$ cat src/rtl/dmux_channel_capture.sv
// Sink for the 1-to-16 demux bus: per-channel rising-edge counters, last one-hot hold, sticky multi-hot error.
// Latency: 2 edges Y -> hold/last_ch/valid/err, 3 edges Y -> rd_cnt, 1 edge rd_sel -> rd_cnt.
// Backpressure: none; a new Y sample is accepted every cycle.
module dmux_channel_capture #(
    parameter int CNT_W = 8
) (
    input  logic             clk,
    input  logic             rst,
    input  logic [15:0]      Y,
    input  logic             clr,
    input  logic [3:0]       rd_sel,
    output logic [15:0]      hold,
    output logic [3:0]       last_ch,
    output logic             valid,
    output logic             err,
    output logic [CNT_W-1:0] rd_cnt
);

    localparam logic [CNT_W-1:0] CNT_MAX = {CNT_W{1'b1}};

    logic [15:0]      y_q;
    logic [15:0]      y_prev;
    logic [15:0]      rise;
    logic [4:0]       pop;
    logic [3:0]       enc;
    logic [CNT_W-1:0] cnt [16];

    always_comb begin
        rise = y_q & ~y_prev;
        pop  = '0;
        enc  = '0;
        for (int i = 0; i < 16; i++) begin
            pop = pop + 5'(y_q[i]);
            if (y_q[i]) enc = 4'(i);
        end
    end

    always_ff @(posedge clk) begin
        if (rst) begin
            y_q     <= '0;
            y_prev  <= '0;
            hold    <= '0;
            last_ch <= '0;
            valid   <= 1'b0;
            err     <= 1'b0;
            rd_cnt  <= '0;
            for (int i = 0; i < 16; i++) cnt[i] <= '0;
        end else begin
            // Pipeline keeps tracking through clr so a held level is not recounted.
            y_q    <= Y;
            y_prev <= y_q;
            rd_cnt <= cnt[rd_sel];
            if (clr) begin
                hold    <= '0;
                last_ch <= '0;
                valid   <= 1'b0;
                err     <= 1'b0;
                for (int i = 0; i < 16; i++) cnt[i] <= '0;
            end else if (pop == 5'd1) begin
                hold    <= y_q;
                last_ch <= enc;
                valid   <= 1'b1;
                for (int i = 0; i < 16; i++) begin
                    if (rise[i] && cnt[i] != CNT_MAX) cnt[i] <= cnt[i] + CNT_W'(1);
                end
            end else if (pop > 5'd1) begin
                err <= 1'b1;
            end
        end
    end

endmodule

$ cat config.mk
export PLATFORM = sky130hd
export DESIGN_NAME = dmux_channel_capture
export DESIGN_NICKNAME = d
export VERILOG_FILES = /design/src/rtl/dmux_channel_capture.sv
export SDC_FILE = /design/constraint.sdc
export NUM_CORES = 1
export LEC_CHECK = 0
export CORE_UTILIZATION = 60
export DETAILED_ROUTE_END_ITERATION = 8
export PLACE_DENSITY_LB_ADDON = 0.05
export SYNTH_ARGS = -nofsm -noshare
export SYNTH_HDL_FRONTEND = slang
export SYNTH_SLANG_ARGS = --single-unit
$ cat constraint.sdc
create_clock -name clk -period 6.34 [get_ports clk]
set_clock_uncertainty 0.05 [all_clocks]
set_input_delay 1.902 -clock clk [delete_from_list [all_inputs] [get_ports clk]]
set_output_delay 1.902 -clock clk [all_outputs]
set_load 0.03 [all_outputs]
# Yosys cells after proc, flatten, opt, wreduce, memory -nomap -nowiden
# Memories as Yosys holds them, arrays and structs flattened. A register that Yosys moved wholly into a read port is not among the register bits.
# Index checks and enable logic that the tools add are counted.
# classes
mux,132
n_eq_ne,17
order_cmp,1
n_addsub,31
n_reduce_logical,18
bitwise,35
# ops
cell,n
$mux W8,32
$add A8 B1 Y8 const B,16
$ne A8 B8 Y1 const B,16
$mux W1,86
$mux W4,14
$add A5 B1 Y5,11
$or A1 B1 Y1,32
$and A16 B16 Y16,1
$logic_and A1 B1 Y1,16
$not A16 Y16,1
$add A4 B1 Y5,1
$eq A5 B1 Y1 const B,1
$gt A5 B1 Y1 const B,1
$add A3 B1 Y4,1
$add A2 B1 Y3,1
$add A1 B1 Y2,1
$reduce_and A2 Y1,1
$reduce_or A2 Y1,1
$not A1 Y1,1
# totals
ram_bits,128
word_cells,241
memories,1
reg_bits,54
# memory_table
memory,depth,word_bits,rd,rd_clocked_by_memory_dff,write_ports,line,text
cnt,16,8,17,1,16,26,logic [CNT_W-1:0] cnt [16];

# Longest topological paths before layout
# Gate-level depths: netlist of run 1.
# logic_depth
ltp_word,21
ltp_mapped,14
ltp_nobuf,12

# Worst setup path before layout of run 1
# No wires, ideal clock.
# synth_path
kind,register to register
startpoint,register y_q[0]
endpoint,"memory cnt[11][0], enable pin"
t_arrival_ps,4402
period_less_slack_ps,4836
setup_ps,384
stages_incl_launch_ff,14
slack_ps,1504
path_cell_list,dfxtp_1 > fa_1 > inv_1 > fa_1 > fa_1 > fa_1 > inv_1 > ha_1 > fa_1 > a211oi_2 > a22o_1 > nand2_1 > clkbuf_1 > o21ai_0
# synth_lines
item,line,text
start: declaration,21,logic [15:0] y_q;
start signal: assignment,40,y_q <= '0;
start signal: assignment,50,y_q <= Y;
end: declaration,26,

==> results.txt, run 1 <==
placed wire-length estimate: 17.9 mm
max incr delay on CP: 590 ps
post-route setup slack: 1100 ps
crit-path cells: fa_1 -> fa_1 -> inv_1 -> fa_1 -> fa_1 -> inv_1 -> ha_1 -> fa_1 -> a211oi_2 -> a22oi_2 -> buf_4 -> nor2_1 -> a21o_1
clock latency on the worst-skew pair: 430 ps
Area Growth Syn to Fin: 11.2%
max_slew headroom: 27.8%
most used cell, CP: fa_1
Starting Density: 61.7%
number of max-cap violations: 0
Async SR Flop Fraction: 0%
Antenna Nets Post-Route: 0
Post-CTS Resized: 0
Pre-antenna DRT Iters: 5
fin crit period: 5240 ps
# rows: 47
CTS Buf Count: 17
Synth Area per Inst: 11.2 µm²
Yosys cell types: 55
I/O Buffers: 52
Pwr Density: 300 nW/µm²
hold_buf cts: 0
Top FF cell, synth: edfxtp_1
CP Capture Type: flop
Static Leak: 3.86 nW
grt ovf: 0
Startpoint Class: flop
post-DR vias/cell: 6.19
post-synthesis net count: 977
Slew Limit Fails: 0
Antenna diodes: 0
largest net degree at the start of global routing: 41
Worst-Margin Slew: 1080 ps
EDFF count, synth: 120
TritonCTS clock tree: done
Seq/Total Area, Yosys: 48.6%
residual DRC count: 0
Worst VDD drop: 0.249 mV
YS warnings: 0
# Post-CTS Setup Buffers: 0
Fin. Hold Viols: 0
CP required: 6440 ps
routed wire length: 25.0 mm
DR WL/cell: 20.9 µm
crit path max fanout: 32
antenna violations before repair: 0
fmax: 191 MHz
Post-DP Area: 10,900 µm²
Sink Count: 190
total number of vias: 7,388
Syn Std Cell Area: 10,300 µm²
die span in x: 133 µm
Setup CP Type: reg2reg
clock root cell: clkbuf_16
Die Y: 133 µm
WP buf/inv: 3
Hold Crit Class: reg2reg
share of layout cells above drive strength 1: 18.1%
delay-heaviest family, CP: adder cells
die area: 17,700 µm²
outcome: finished clean
fillcell total: 1,243
Non-Filler Cell Area, Final: 11,500 µm²
layout net count: 1,015
Total GRT Usage: 30.0%
clk slew on worst S/H paths: 70 ps
period utilization: 82.7%
core footprint: 16,700 µm²
post-synthesis sequential element count: 190
cell count after synthesis: 923
RePlAce Congestion: 0.939
number of global-route vias before repair: 7,347
Fin Setup TNS: 0 ps
clk buf depth: 2
1st-iter DRT viols: 685
Ports: 53
arrival time worst endpoint: 5340 ps
DP Worst Slack: 1170 ps
global-route wire length before repair: 40.0 mm
Pwr Total: 3.44 mW
H-tree levels: 4
RSZ-0062 raised after global routing: false
CP max-delay cell: fa_1
setup violators final: 0
## sequential cells by signal, indices dropped and copies added (netlist names)
name     cells
y_prev      16
cnt        128
last_ch      4
rd_cnt       8
hold        16
y_q         16
err          1
valid        1
## logic make-up after synthesis
logic type      after synthesis  synth area share (%)
flops                       190                  48.6
mux                          50                  8.74
xor+xnor                     88                  7.48
fa+ha+maj                    31                  4.49
buf+inv                      95                  4.53
compound gates              109                  6.84
simple gates                360                  19.3
## layout make-up
| class | instances | area [µm²] | area share [%] |
|---|---|---|---|
| sequential | 190 | 5000 | 43.7 |
| multi-input combinational | 638 | 4830 | 42.2 |
| timing repair buffer | 70 | 646 | 5.63 |
| clock buffer | 18 | 429 | 3.74 |
| tap | 220 | 275 | 2.40 |
| inverter | 44 | 165 | 1.44 |
| clock inverter | 14 | 110 | 0.961 |
## power breakdown
group / internal, mW / switching, mW / leakage (nW)
Sequential: 1.43 / 0.127 / 1.91
Combinational: 0.283 / 0.612 / 1.69
Clock: 0.508 / 0.483 / 0.262
Total: 2.22 / 1.22 / 3.86
## cells in the final DEF (no fill, tap or decap), types with 13 or more instances in the layout
cell type	count
nor2_2	85
dfxtp_1	70
clkdlybuf4s50_1	50
edfxtp_1	120
inv_1	44
or4_1	13
ha_1	21
xor2_1	44
nor2_1	55
xnor2_1	44
nor2b_1	31
o21ai_0	34
mux2i_1	18
nand3_1	62
nand2_1	50
a21oi_1	26
buf_4	18
mux4_2	32
clkbuf_16	17
## worst reg2reg max path, stage by stage, from the launching register on
cell and delay [ps]:
dfxtp_1 470, fa_1 500, fa_1 520, inv_1 60, fa_1 450, fa_1 490, inv_1 40, ha_1 210
fa_1 590, a211oi_2 80, a22oi_2 490, buf_4 450, nor2_1 190, a21o_1 360
## layer usage
metal / vias to the layer above / share of wire [%] / global-route usage, %
li1: 3406 / - / -
met5: - / 0 / 0
met3: 58 / 7.1 / 6.44
met4: 0 / 3.6 / 13.9
met1: 3616 / 43 / 41.1
met2: 308 / 47 / 45.8
## synth_stat cells (13+ instances only)
cell type | n | area, µm²
xor2_1 | 44 | 385
a21oi_1 | 26 | 130
nand3_1 | 62 | 310
or4_1 | 13 | 97.6
buf_6 | 13 | 146
ha_1 | 21 | 263
nor2b_1 | 31 | 194
mux4_2 | 32 | 721
inv_1 | 44 | 165
nor2_2 | 85 | 532
edfxtp_1 | 120 | 3600
nor2_1 | 55 | 206
clkbuf_1 | 22 | 82.6
mux2i_1 | 18 | 180
o21ai_0 | 34 | 170
nand2_1 | 50 | 188
xnor2_1 | 44 | 385
dfxtp_1 | 70 | 1400
## per-stage QoR
stage | hold slack, ps | instances | utilization [%]
after floorplan | 399 | 923 | -
after global placement | 414 | 1162 | 65.4
after detailed placement | 414 | 1162 | 65.4
after CTS | 440 | 1194 | 68.6
after global routing | 452 | 1194 | 68.6
final | 438 | 1194 | 68.6
## final timing paths
check / start / to / slack, ps / cells after the start
max reg2reg: y_q[15]$_SDFF_PP0_ / cnt[1][0]$_SDFFCE_PN0P_ / 1100 / 13
max: y_q[15]$_SDFF_PP0_ / cnt[1][0]$_SDFFCE_PN0P_ / 1100 / 13
min reg2reg: hold[2]$_SDFFE_PP0N_ / hold[2]$_SDFFE_PP0N_ / 440 / 2
min: hold[2]$_SDFFE_PP0N_ / hold[2]$_SDFFE_PP0N_ / 440 / 2
Note: power is estimated with default switching activity, not from simulation.
==> inputs of run 2 (changes only) <==
- clock period: 6.34 -> 5.18 ns (I/O delays scaled with it)
==> results.txt, run 2 (synthesis gave the netlist of run 1 again) <==
most frequent cells in the layout: edfxtp_1, nor2_2, dfxtp_1, nand3_1, nor2_1
Largest register FFs: 128
max incr delay on CP: 730 ps
clock latency on the worst-skew pair: 440 ps
CP max-delay cell: or4_1
Die Y: 133 µm
Worst Hold Path EP: err$_SDFFE_PP0P_
FF-to-FF setup slack: 190 ps
Clk network pwr share: 29.9%
Hold Path Depth: 2
Flop pwr share: 43.6%
fmax: 201 MHz
clk slew on worst S/H paths: 70 ps
Setup CP Type: reg2reg
Hold Crit Class: reg2reg
total number of vias: 7,461
worst reg2reg endpoint: cnt[7][5]$_SDFFCE_PN0P_
die span in x: 133 µm
outcome: finished clean
largest net degree at the start of global routing: 41
max_slew headroom: 32.4%
core footprint: 16,700 µm²
Startpoint Class: flop
placed wire-length estimate: 17.7 mm
Net Switching: 1.51 mW
# rows: 47
Pwr Total: 4.36 mW
CTS Buf Count: 17
RePlAce Congestion: 0.858
CP Capture Type: flop
Worst VDD drop: 0.247 mV
I/O Buffers: 52
global-route wire length before repair: 40.2 mm
Fin Setup TNS: 0 ps
Antenna diodes: 0
share of layout cells above drive strength 1: 19.0%
Fin. Hold Viols: 0
CP required: 5430 ps
Static Leak: 3.94 nW
crit path max fanout: 26
Antenna Nets Post-Route: 0
routed wire length: 25.0 mm
combinational share of power: 26.5%
Switching Fraction: 34.7%
fillcell total: 1,242
Total GRT Usage: 29.7%
Starting Density: 61.7%
hold path start: err$_SDFFE_PP0P_
DP Worst Slack: 229 ps
residual DRC count: 0
register area: 5000 µm²
internal power: 2.84 mW
1st-iter DRT viols: 728
TritonCTS clock tree: done
die area: 17,700 µm²
R2R depth: 13
R2R Path Start: y_q[5]$_SDFF_PP0_
period utilization: 96.3%
layout net count: 1,028
most used cell, CP: fa_1
Pre-antenna DRT Iters: 5
Post-CTS Resized: 0
clk buf depth: 2
number of global-route vias before repair: 7,556
DR WL/cell: 20.7 µm
Largest Register: cnt
Slew Limit Fails: 0
RSZ-0062 raised after global routing: false
setup violators final: 0
# Post-CTS Setup Buffers: 0
fin crit period: 4990 ps
post-route setup slack: 193 ps
crit-path cells: fa_1 -> inv_1 -> fa_1 -> fa_1 -> fa_1 -> inv_1 -> ha_1 -> fa_1 -> a211oi_2 -> a22oi_2 -> buf_4 -> or4_1 -> nor2b_2
grt ovf: 0
commonest non-fill, non-tap cell in the layout: edfxtp_1
Worst-Margin Slew: 1010 ps
H-tree levels: 4
antenna violations before repair: 0
arrival time worst endpoint: 5230 ps
Sink Count: 190
Pwr Density: 376 nW/µm²
number of max-cap violations: 0
Area Growth Syn to Fin: 12.5%
Non-Filler Cell Area, Final: 11,600 µm²
hold_buf cts: 0
area occupied by multi-input gates: 4830 µm²
Post-DP Area: 11,000 µm²
post-DR vias/cell: 6.18
Ports: 53
clock root cell: clkbuf_16
==> run 2: worst max-delay path by stage <==
| stage | startpoint | endpoint | cells past startpoint |
|---|---|---|---|
| floorplan | y_q[0]$_SDFF_PP0_ | cnt[11][0]$_SDFFCE_PN0P_ | 13 |
| global placement | y_q[5]$_SDFF_PP0_ | cnt[14][4]$_SDFFCE_PP0P_ | 13 |
| detailed placement | y_q[5]$_SDFF_PP0_ | cnt[4][7]$_SDFFCE_PN0P_ | 13 |
| CTS | y_q[5]$_SDFF_PP0_ | cnt[7][5]$_SDFFCE_PN0P_ | 13 |
| global route | y_q[5]$_SDFF_PP0_ | cnt[4][3]$_SDFFCE_PN0P_ | 13 |
| finish | y_q[5]$_SDFF_PP0_ | cnt[7][5]$_SDFFCE_PN0P_ | 13 |
==> run 2: power by group through the flow <==
stage                     Clock [mW]  Combinational [mW]  Sequential, mW
after global placement             0                1.10            1.92
after detailed placement           0                1.12            1.93
after global routing            1.36                1.23            1.91
after CTS                       1.30                1.13            1.90
after floorplan                    0               0.724            1.92
final                           1.30                1.15            1.90
==> run 2: through the flow <==
| step | hold slack [ps] | cells | utilization [%] |
|---|---|---|---|
| final | 431 | 1207 | 69.4 |
| after global routing | 454 | 1207 | 69.4 |
| after CTS | 434 | 1207 | 69.4 |
| after detailed placement | 416 | 1175 | 66.0 |
| after global placement | 411 | 1175 | 66.0 |
| after floorplan | 399 | 923 | - |
==> run 2: layout make-up <==
type                       instances  area share [%]
clock inverter                    13            1.22
tap                              220            2.37
sequential                       190            43.2
clock buffer                      19            3.73
inverter                          44            1.42
multi-input combinational        638            41.7
timing repair buffer              83            6.41
==> run 2: critical path: cells and delay by family (launching register included) <==
kind	cells	cell delay (ps)
adders and majority gates	6	2700
and+or+nand+nor	2	930
AOI/OAI and AO/OA	2	400
DFF	1	380
buffers and inverters	3	360
==> run 2: routing by layer <==
metal | track usage (%) | vias to the layer above | wire, µm | share of wire [%]
met2 | 46.6 | 328 | 11700 | 47
met4 | 12.8 | 0 | 680 | 2.7
met1 | 40.9 | 3658 | 10800 | 43
li1 | - | 3420 | - | -
met3 | 4.87 | 55 | 1800 | 7.2
met5 | 0 | - | 0 | 0
==> inputs of run 3 (changes only) <==
- ABC_CLOCK_PERIOD_IN_PS: default -> 5180
==> results of run 3 <==
Same layout as run 2: the final DEF is identical, and so are final timing and power.
